===== config.mk =====
export PLATFORM = sky130hd
export DESIGN_NAME = mem_lat_pipe
export DESIGN_NICKNAME = d
export VERILOG_FILES = /design/src/rtl/mem_rw_model_lat_pipe.sv
export SDC_FILE = /design/constraint.sdc
export NUM_CORES = 1
export LEC_CHECK = 0
export CAP_MARGIN = 40
export CORE_MARGIN = 2
export CORE_UTILIZATION = 35
export CTS_CLUSTER_SIZE = 24
export DETAILED_ROUTE_END_ITERATION = 7
export PLACE_DENSITY = 0.8
export REMOVE_ABC_BUFFERS = 1
export SLEW_MARGIN = 20
export SYNTH_ARGS = -nofsm -noshare
export SYNTH_HDL_FRONTEND = slang
export SYNTH_SLANG_ARGS = --single-unit

===== constraint.sdc =====
create_clock -name clk -period 1.01 [get_ports clk]
set_clock_uncertainty 0.15 [all_clocks]
set_input_delay 0.202 -clock clk [delete_from_list [all_inputs] [get_ports clk]]
set_output_delay 0.202 -clock clk [all_outputs]
set_load 0.01 [all_outputs]

===== src/rtl/mem_rw_model_lat_pipe.sv =====
// Fixed-depth shift register carrying read responses from the acceptance edge to
// the output; a synchronous flush drops everything in flight.
module mem_lat_pipe #(
  parameter int W       = 35,
  parameter int LATENCY = 1
) (
  input  logic         clk,
  input  logic         rst,
  input  logic [W-1:0] i_d,
  output logic [W-1:0] o_d
);

  logic [W-1:0] r_stage [LATENCY];

  always_ff @(posedge clk) begin
    if (rst) begin
      for (int i = 0; i < LATENCY; i++) r_stage[i] <= '0;
    end else begin
      r_stage[0] <= i_d;
      for (int i = 1; i < LATENCY; i++) r_stage[i] <= r_stage[i-1];
    end
  end

  assign o_d = r_stage[LATENCY-1];

endmodule


# Yosys cells after proc, flatten, opt, wreduce, memory -nomap -nowiden
# Memory sizes are Yosys's and may differ from the RTL's.
# Index checks and enable logic that the tools add are counted.
[totals]
reg_bits = 0
ram_bits = 35
in_bits = 37
out_inout_bits = 35
elab_cells = 7
n_memories = 1
[op_classes]
n_mux = 5
n_reduce_logical = 1
[mem_list]
columns = ["memory", "words", "word_bits", "rd", "rd_ports_with_merged_regs", "write_ports", "line", "text"]
rows = [
  ["r_stage", 1, 35, 1, 0, 1, "13", "logic [W-1:0] r_stage [LATENCY];"],
]
[ops]
columns = ["cell", "count"]
rows = [
  ["$mux 35", 1],
  ["$reduce_or 35->1", 1],
  ["$mux 1", 4],
]

# Depth between registers and ports, before layout
# Gate-level depths: netlist of run 1.
[logic_depth]
ltp_word = 3
depth_mapped = 2
depth_no_buf = 1

# Worst setup path before layout of run 1
# OpenSTA, ideal clock, no wires.
[synth_timing]
kind = "register -> output"
from = "memory r_stage[0][0]"
to = "output port o_d[0]"
arrival_ns = 0.331
required_ns = 0.658
path_slack_ns = 0.327
path_stages_with_launch = 1
path_buffers = 0
cell_sequence = "dfxtp_1"
[synth_via]
elab_chain_len = 1
[synth_lines]
columns = ["item", "line", "text"]
rows = [
  ["from (decl)", "13", ""],
  ["$mem_v2 1x35", "-", ""],
  ["to (decl)", "10", "output logic [W-1:0] o_d"],
]
# Every way passes these cells.

# Final worst setup path of run 1
[layout_timing]
from = "memory r_stage[0][34]"
to = "output port o_d[34]"
# The elaborated chain is that of the path after synthesis.

==> impl_summary.txt, run 1 <==
----------------------------------------------------
[Run status]
  Run status ... finished, violations left
  Failing checks ... setup timing

[Timing]
  Max-slew headroom ... between 90% and 100%
  RSZ-0062 raised after global routing ... true
  Final setup slack of the worst path ... -0.0998 ns
  Highest clock frequency the design can meet ... 901 MHz
  Slew of the pin with the lowest slew margin ... approximately 0.14 ns
  Setup TNS after final layout ... -2.99 ns
  Final Critical Period ... 1.11 ns
  Hold Vio Cnt, Final ... 0
  Final max-slew violation count ... 0
  Fin crit share ... 110%
  Final number of setup-violating endpoints ... 35

[Power and ir drop]
  Maximum VDD drop ... 0.00120 V
  Sequential power share ... 60.0%
  NetSw ... 0.000507 W
  Logic pwr share ... 14.8%
  Clock share of power ... 25.1%
  Power density of the placed cells ... 1460 nW/µm²
  Switching share of power ... between 20% and 30%
  Total internal power ... 0.00195 W
  Leakage dissipation ... ~0.76 nW

[Layout]
  Non-Filler Cell Area, Final ... 1680 µm²
  Inserted Diodes ... 0
  Biggest regs ... r_stage x35
  Most flop-heavy register ... r_stage
  Layout filler cell count ... approximately 240
  Multi-input gate area in the final layout ... 231 µm²
  Final net count ... 189
  Proportion of layout cells with a drive suffix above 1 ... 39.7%
  Final std cells w/o fill ... 182
  Register Area ... 714 µm²
  Area delta synth->final ... 74.4%
  Largest register FFs ... 35

[Place]
  Final GP Congestion ... 0.684
  DPL Wire Length ... ~1600 µm
  Port bufs ... 71
  Post-Place Cells ... roughly 180
  Post-place instance area ... about 1700 µm²

[Clock tree]
  Setup fix buffers added after clock tree synthesis ... 0
  TritonCTS clock tree ... built
  Root buffer cell ... sky130_fd_sc_hd__clkbuf_4
  Total clock buffers created by CTS ... 5
  # hold bufs at CTS ... 0
  H-Tree Level Count ... 2
  Clock slew at reported path FFs ... 0.09 ns
  Clock Path Buffers ... 2
  TritonCTS sink count ... 35

[Job]
  Count of max-cap constraint violations ... 0

[Drt]
  Antenna violation net count after detailed routing ... 0
  Iteration count of the initial detailed-routing pass ... 2
  Total via count in the routed design ... 740
  Detailed router's first-iteration violation count ... 3
  Detailed-route wire length ... between 1500 and 2000 µm
  Via/cell ratio ... 4.07
  DRC viols ... 0
  Detailed-route wire length per cell ... between 10 and 15 µm

[GRT]
  Tot GR Track Use ... 13.0%
  Vias in the first global route ... 747
  Overall overflow remaining after global route ... 0
  Initial antenna violation count ... 0
  Global-route wire length before repair ... 3060 µm
  Maximum number of pins on one net before global-route repair ... 19

[Floorplanning]
  Overall die area ... 3200 µm²
  Die X-Extent ... 56.5 µm
  FP Rows ... 19
  Initial core utilization ... 36.0%
  Die Height ... 56.5 µm
  Core Footprint ... 2690 µm²
  # IOs ... 72

[Worst setup path]
  Origin of the worst setup path ... r_stage[0][34]$_SDFF_PP0_
  Master of the slowest instance on the critical path ... sky130_fd_sc_hd__dfxtp_1
  Critical Path End Type ... output port
  Delay-heaviest family, CP ... flip-flops
  Ordered list of cells on the worst path ... buf_2
  Cell count along the critical path ... 1
  Worst endpoint required time ... 0.66 ns
  Worst endpoint data arrival time ... 0.76 ns
  Worst Setup Path Type ... reg2out
  CP max stage delay ... 0.32 ns
  Maximum fanout along the worst path ... 1
  Worst path buffer plus inverter count ... 1
  Kind of start point of the critical path ... flop

[Yosys]
  Top flip-flop cell by instance count after synthesis ... sky130_fd_sc_hd__dfxtp_1
  Most frequent cells after synthesis ... sky130_fd_sc_hd__dfxtp_1, sky130_fd_sc_hd__nor2b_1, sky130_fd_sc_hd__and2b_2
  Yosys reg bits ... 35
  Number of synthesized flops with an enable pin ... 0
  Post-synthesis average cell area ... about 13 µm²
  Synthesis warning total ... 0
  Cell with the most instances after synthesis ... sky130_fd_sc_hd__dfxtp_1
  Count of mapped cells out of synthesis ... between 70 and 80
  Part of the Yosys area used for sequential elements ... 72.5%
  Library cell with the largest summed area after synthesis ... sky130_fd_sc_hd__dfxtp_1
  Synth top area share ... roughly 73%
  FFs w/ async S/R, synth ... 0%
  Leading cell types by total area after synthesis ... sky130_fd_sc_hd__dfxtp_1, sky130_fd_sc_hd__nor2b_1, sky130_fd_sc_hd__and2b_2
  Mapped cell area ... between 900 and 1000 µm²
  Yosys cell types ... 4

[Worst hold path]
  Depth of the worst hold-timing path ... 3
  Endpoint, Worst Hold ... r_stage[0][21]$_SDFF_PP0_
  Type of the tightest min-delay check ... in2reg
  Worst Hold Launch ... rst

----------------------------------------------------
-- area by class of cell --
type / count / area share [%]
timing repair buffer: 75 / 39.1
clock buffer: 6 / 2.45
multi-input combinational: 35 / 13.7
sequential: 35 / 42.4
tap: 31 / 2.30
-- power by group through the flow --
| stage | Combinational (W) | Clock [W] | Sequential, W |
|---|---|---|---|
| floorplan | 0.0000495 | 0 | 0.00154 |
| global placement | 0.000408 | 0 | 0.00150 |
| detailed placement | 0.000417 | 0 | 0.00150 |
| CTS | 0.000354 | 0.000656 | 0.00147 |
| global route | 0.000391 | 0.000698 | 0.00149 |
| finish | 0.000366 | 0.000619 | 0.00148 |
-- how the worst max path moves through the flow --
stage | slack, ns | endpoint
after floorplan | 0.33 | o_d[0]
after global placement | -0.32 | r_stage[0][34]$_SDFF_PP0_
after detailed placement | -0.36 | r_stage[0][2]$_SDFF_PP0_
after CTS | -0.13 | o_d[22]
after global routing | -0.15 | o_d[34]
final | -0.1 | o_d[34]
-- per-stage QoR --
stage                     total power, W  hold WS [ns]  setup WS, ns  utilization [%]
after floorplan                  0.00159         0.124         0.327                -
after detailed placement         0.00192         0.610        -0.356             64.6
after CTS                        0.00248         0.206        -0.126             60.5
after global placement           0.00191         0.613        -0.317             64.6
after global routing             0.00258         0.214        -0.146             62.7
final                            0.00246         0.214       -0.0998             62.7
-- kinds of logic after synthesis --
logic type             synth area share (%)
AND/OR/NAND/NOR                        24.0
flip-flops                             72.5
buffers and inverters                  3.50
-- layout by cell type (no fill, tap or decap) --
cell	count
sky130_fd_sc_hd__buf_6	11
sky130_fd_sc_hd__buf_2	24
sky130_fd_sc_hd__dfxtp_1	24
sky130_fd_sc_hd__clkdlybuf4s50_1	35
sky130_fd_sc_hd__clkbuf_4	5
sky130_fd_sc_hd__buf_4	2
sky130_fd_sc_hd__buf_12	2
sky130_fd_sc_hd__and2b_2	5
sky130_fd_sc_hd__nor2b_1	30
sky130_fd_sc_hd__dfxtp_2	11
sky130_fd_sc_hd__clkbuf_1	1
sky130_fd_sc_hd__dlygate4sd2_1	1
-- layer usage --
metal / track usage (%) / share of wire, %
met4: 7.14 / 1.1
met3: 8.76 / 15
met5: 0 / 0
met1: 11.1 / 33
met2: 22.1 / 51
-- what timing repair did --
action,in CTS,in global routing
gates resized for setup,147,16
setup endpoints to repair,38,35
pin swaps,0,0
(Power assumes the default switching activity.)
==> run 2, diff against run 1 <==
Settings changed: PLACE_DENSITY 0.8 to 0.82.
Clock period 1.01 ns to 1.3 ns, I/O delays scaled along.
==> run 2 against run 1 <==
The run now ends clean; power decreased by 22%; sequential power decreased by 22%; sequential cell count unchanged; die area unchanged; count of clock-buffer cells in the layout increased by 1.
==> impl_summary.txt, run 2 (synthesized netlist as in run 1, its figures left out) <==
----------------------------------------------------
[Clock tree]
  TritonCTS clock tree ... built
  TritonCTS sink count ... 35 (unchanged)
  Total clock buffers created by CTS ... 5 (unchanged)
  # hold bufs at CTS ... 0 (unchanged)
  Clock slew at reported path FFs ... 0.09 ns (about the same)
  Root buffer cell ... sky130_fd_sc_hd__clkbuf_4
  H-Tree Level Count ... 2 (unchanged)
  Setup fix buffers added after clock tree synthesis ... 0 (unchanged)
  Clock Path Buffers ... 2 (unchanged)

[Timing]
  Final number of setup-violating endpoints ... 0 (-100%)
  RSZ-0062 raised after global routing ... false
  Hold Vio Cnt, Final ... 0 (unchanged)
  Final max-slew violation count ... 0 (unchanged)
  Max-slew headroom ... 88.2% (-2.4 points)
  Fin crit share ... 97.1%
  Slew of the pin with the lowest slew margin ... 0.177 ns (+0.0362 ns)
  Highest clock frequency the design can meet ... ~790 MHz
  Final Critical Period ... 1.26 ns
  Setup TNS after final layout ... 0 ns (+2.99 ns)

[Worst setup path]
  Worst endpoint data arrival time ... 0.85 ns (+0.09 ns)
  Worst Setup Path Type ... reg2out
  Kind of start point of the critical path ... flop
  Delay-heaviest family, CP ... flip-flops
  Maximum fanout along the worst path ... 1 (unchanged)
  Ordered list of cells on the worst path ... clkdlybuf4s15_2
  Worst path buffer plus inverter count ... 1 (unchanged)
  CP max stage delay ... 0.32 ns (about the same)
  Worst endpoint required time ... 0.89 ns (+0.23 ns)
  Critical Path End Type ... output port
  Master of the slowest instance on the critical path ... sky130_fd_sc_hd__dfxtp_1

[Power and ir drop]
  Sequential power share ... 59.3% (-0.7 points)
  Power density of the placed cells ... 1200 nW/µm² (-18%)
  Leakage dissipation ... 0.737 nW (-3.2%)
  Logic pwr share ... 13.3% (-1.5 points)
  Maximum VDD drop ... 0.000841 V (-30%)
  NetSw ... 0.000417 W (-18%)
  Total internal power ... 0.00151 W (-23%)
  Switching share of power ... 21.6% (+0.99 points)
  Clock share of power ... 27.3% (+2.2 points)

[Layout]
  Commonest non-fill, non-tap cells in the layout ... sky130_fd_sc_hd__clkdlybuf4s50_1, sky130_fd_sc_hd__nor2b_1, sky130_fd_sc_hd__buf_2
  Proportion of layout cells with a drive suffix above 1 ... 41.4% (+1.7 points)
  Final std cells w/o fill ... 183 (+0.55%)
  Inserted Diodes ... 0 (unchanged)
  Area delta synth->final ... 67.2%
  Final net count ... 188 (-0.53%)
  Biggest regs ... r_stage x35
  Most flop-heavy register ... r_stage
  Most frequent standard cell in the layout excluding fill and tap cells ... sky130_fd_sc_hd__clkdlybuf4s50_1
  Largest register FFs ... 35 (unchanged)

[Place]
  Port bufs ... 71 (unchanged)
  DPL Wire Length ... 1520 µm (-4.0%)
  Post-Place Cells ... 175 (-0.57%)
  Final GP Congestion ... 0.714 (+4.4%)

[GRT]
  Vias in the first global route ... 737 (-1.3%)
  Global-route wire length before repair ... 3010 µm (-1.8%)
  Overall overflow remaining after global route ... 0 (unchanged)
  Maximum number of pins on one net before global-route repair ... 20 (+1)
  Initial antenna violation count ... 0 (unchanged)
  Tot GR Track Use ... 12.9% (-0.037 points)

[Drt]
  Detailed-route wire length per cell ... 10.4 µm (-4.1%)
  DRC viols ... 0 (unchanged)
  Via/cell ratio ... 4.07 (about the same)
  Iteration count of the initial detailed-routing pass ... 3 (+1)
  Antenna violation net count after detailed routing ... 0 (unchanged)
  Detailed-route wire length ... 1900 µm (-3.5%)
  Detailed router's first-iteration violation count ... 13 (+10)
  Total via count in the routed design ... 744 (+0.54%)

[Floorplanning]
  Die Height ... 56.5 µm (unchanged)
  Core Footprint ... 2690 µm² (unchanged)
  Overall die area ... 3200 µm² (unchanged)
  # IOs ... 72 (unchanged)
  Initial core utilization ... 36.0% (unchanged)
  Die X-Extent ... 56.5 µm (unchanged)
  FP Rows ... 19 (unchanged)

[Run status]
  Run status ... complete, no violations

[Job]
  Count of max-cap constraint violations ... 0 (unchanged)

[Worst hold path]
  Type of the tightest min-delay check ... in2reg

----------------------------------------------------
[run 2: final timing paths]
kind	endpoint	slack [ns]	cells after the start	from
worst max-delay path	o_d[3]	0.04	1	r_stage[0][3]$_SDFF_PP0_
worst min-delay path	r_stage[0][30]$_SDFF_PP0_	0.32	2	i_d[30]
[run 2: per-layer routing]
| layer | part of all wire, % | wire [µm] | vias up | track usage, % |
|---|---|---|---|---|
| met3 | 13 | 239 | 4 | 7.60 |
| li1 | - | - | 375 | - |
| met4 | 1.5 | 29 | 0 | 7.14 |
| met2 | 53 | 1010 | 44 | 23.1 |
| met1 | 33 | 623 | 321 | 10.9 |
| met5 | 0 | 0 | - | 0 |
[run 2: timing repair]
item                                   CTS  global route
gates resized for setup                 96            46
setup endpoints to repair               35            33
gates cloned                             0             0
pin swaps                                0             0
endpoints found under the hold margin    0             0
[run 2: cell type report]
type	instances	area (µm²)
clock buffers	7	45.0
clock inverters	1	5.00
fillers	248	1070
multi-input cells	35	231
flip-flops and latches	35	718
well taps	31	38.8
repair buffers	74	577
[run 2: per-stage QoR]
step | cell area [µm²] | utilization, % | hold slack [ns] | worst slack [ns] | power (W)
floorplan | 932 | - | 0.182 | 0.559 | 0.00124
CTS | 1790 | 66.7 | 0.310 | 0.000121 | 0.00199
global route | 1620 | 60.1 | 0.305 | 0.00202 | 0.00203
detailed placement | 1720 | 63.9 | 0.673 | -0.107 | 0.00148
finish | 1620 | 60.1 | 0.320 | 0.0373 | 0.00193
global placement | 1720 | 63.9 | 0.670 | -0.0861 | 0.00148
[run 2: power by group through the flow]
stage | logic, W | registers, W | clock network [W]
2_1_floorplan | 0.0000385 | 0.00120 | 0
6_report | 0.000257 | 0.00115 | 0.000528
3_3_place_gp | 0.000310 | 0.00117 | 0
5_1_grt | 0.000278 | 0.00115 | 0.000603
4_1_cts | 0.000294 | 0.00114 | 0.000555
3_5_place_dp | 0.000314 | 0.00117 | 0
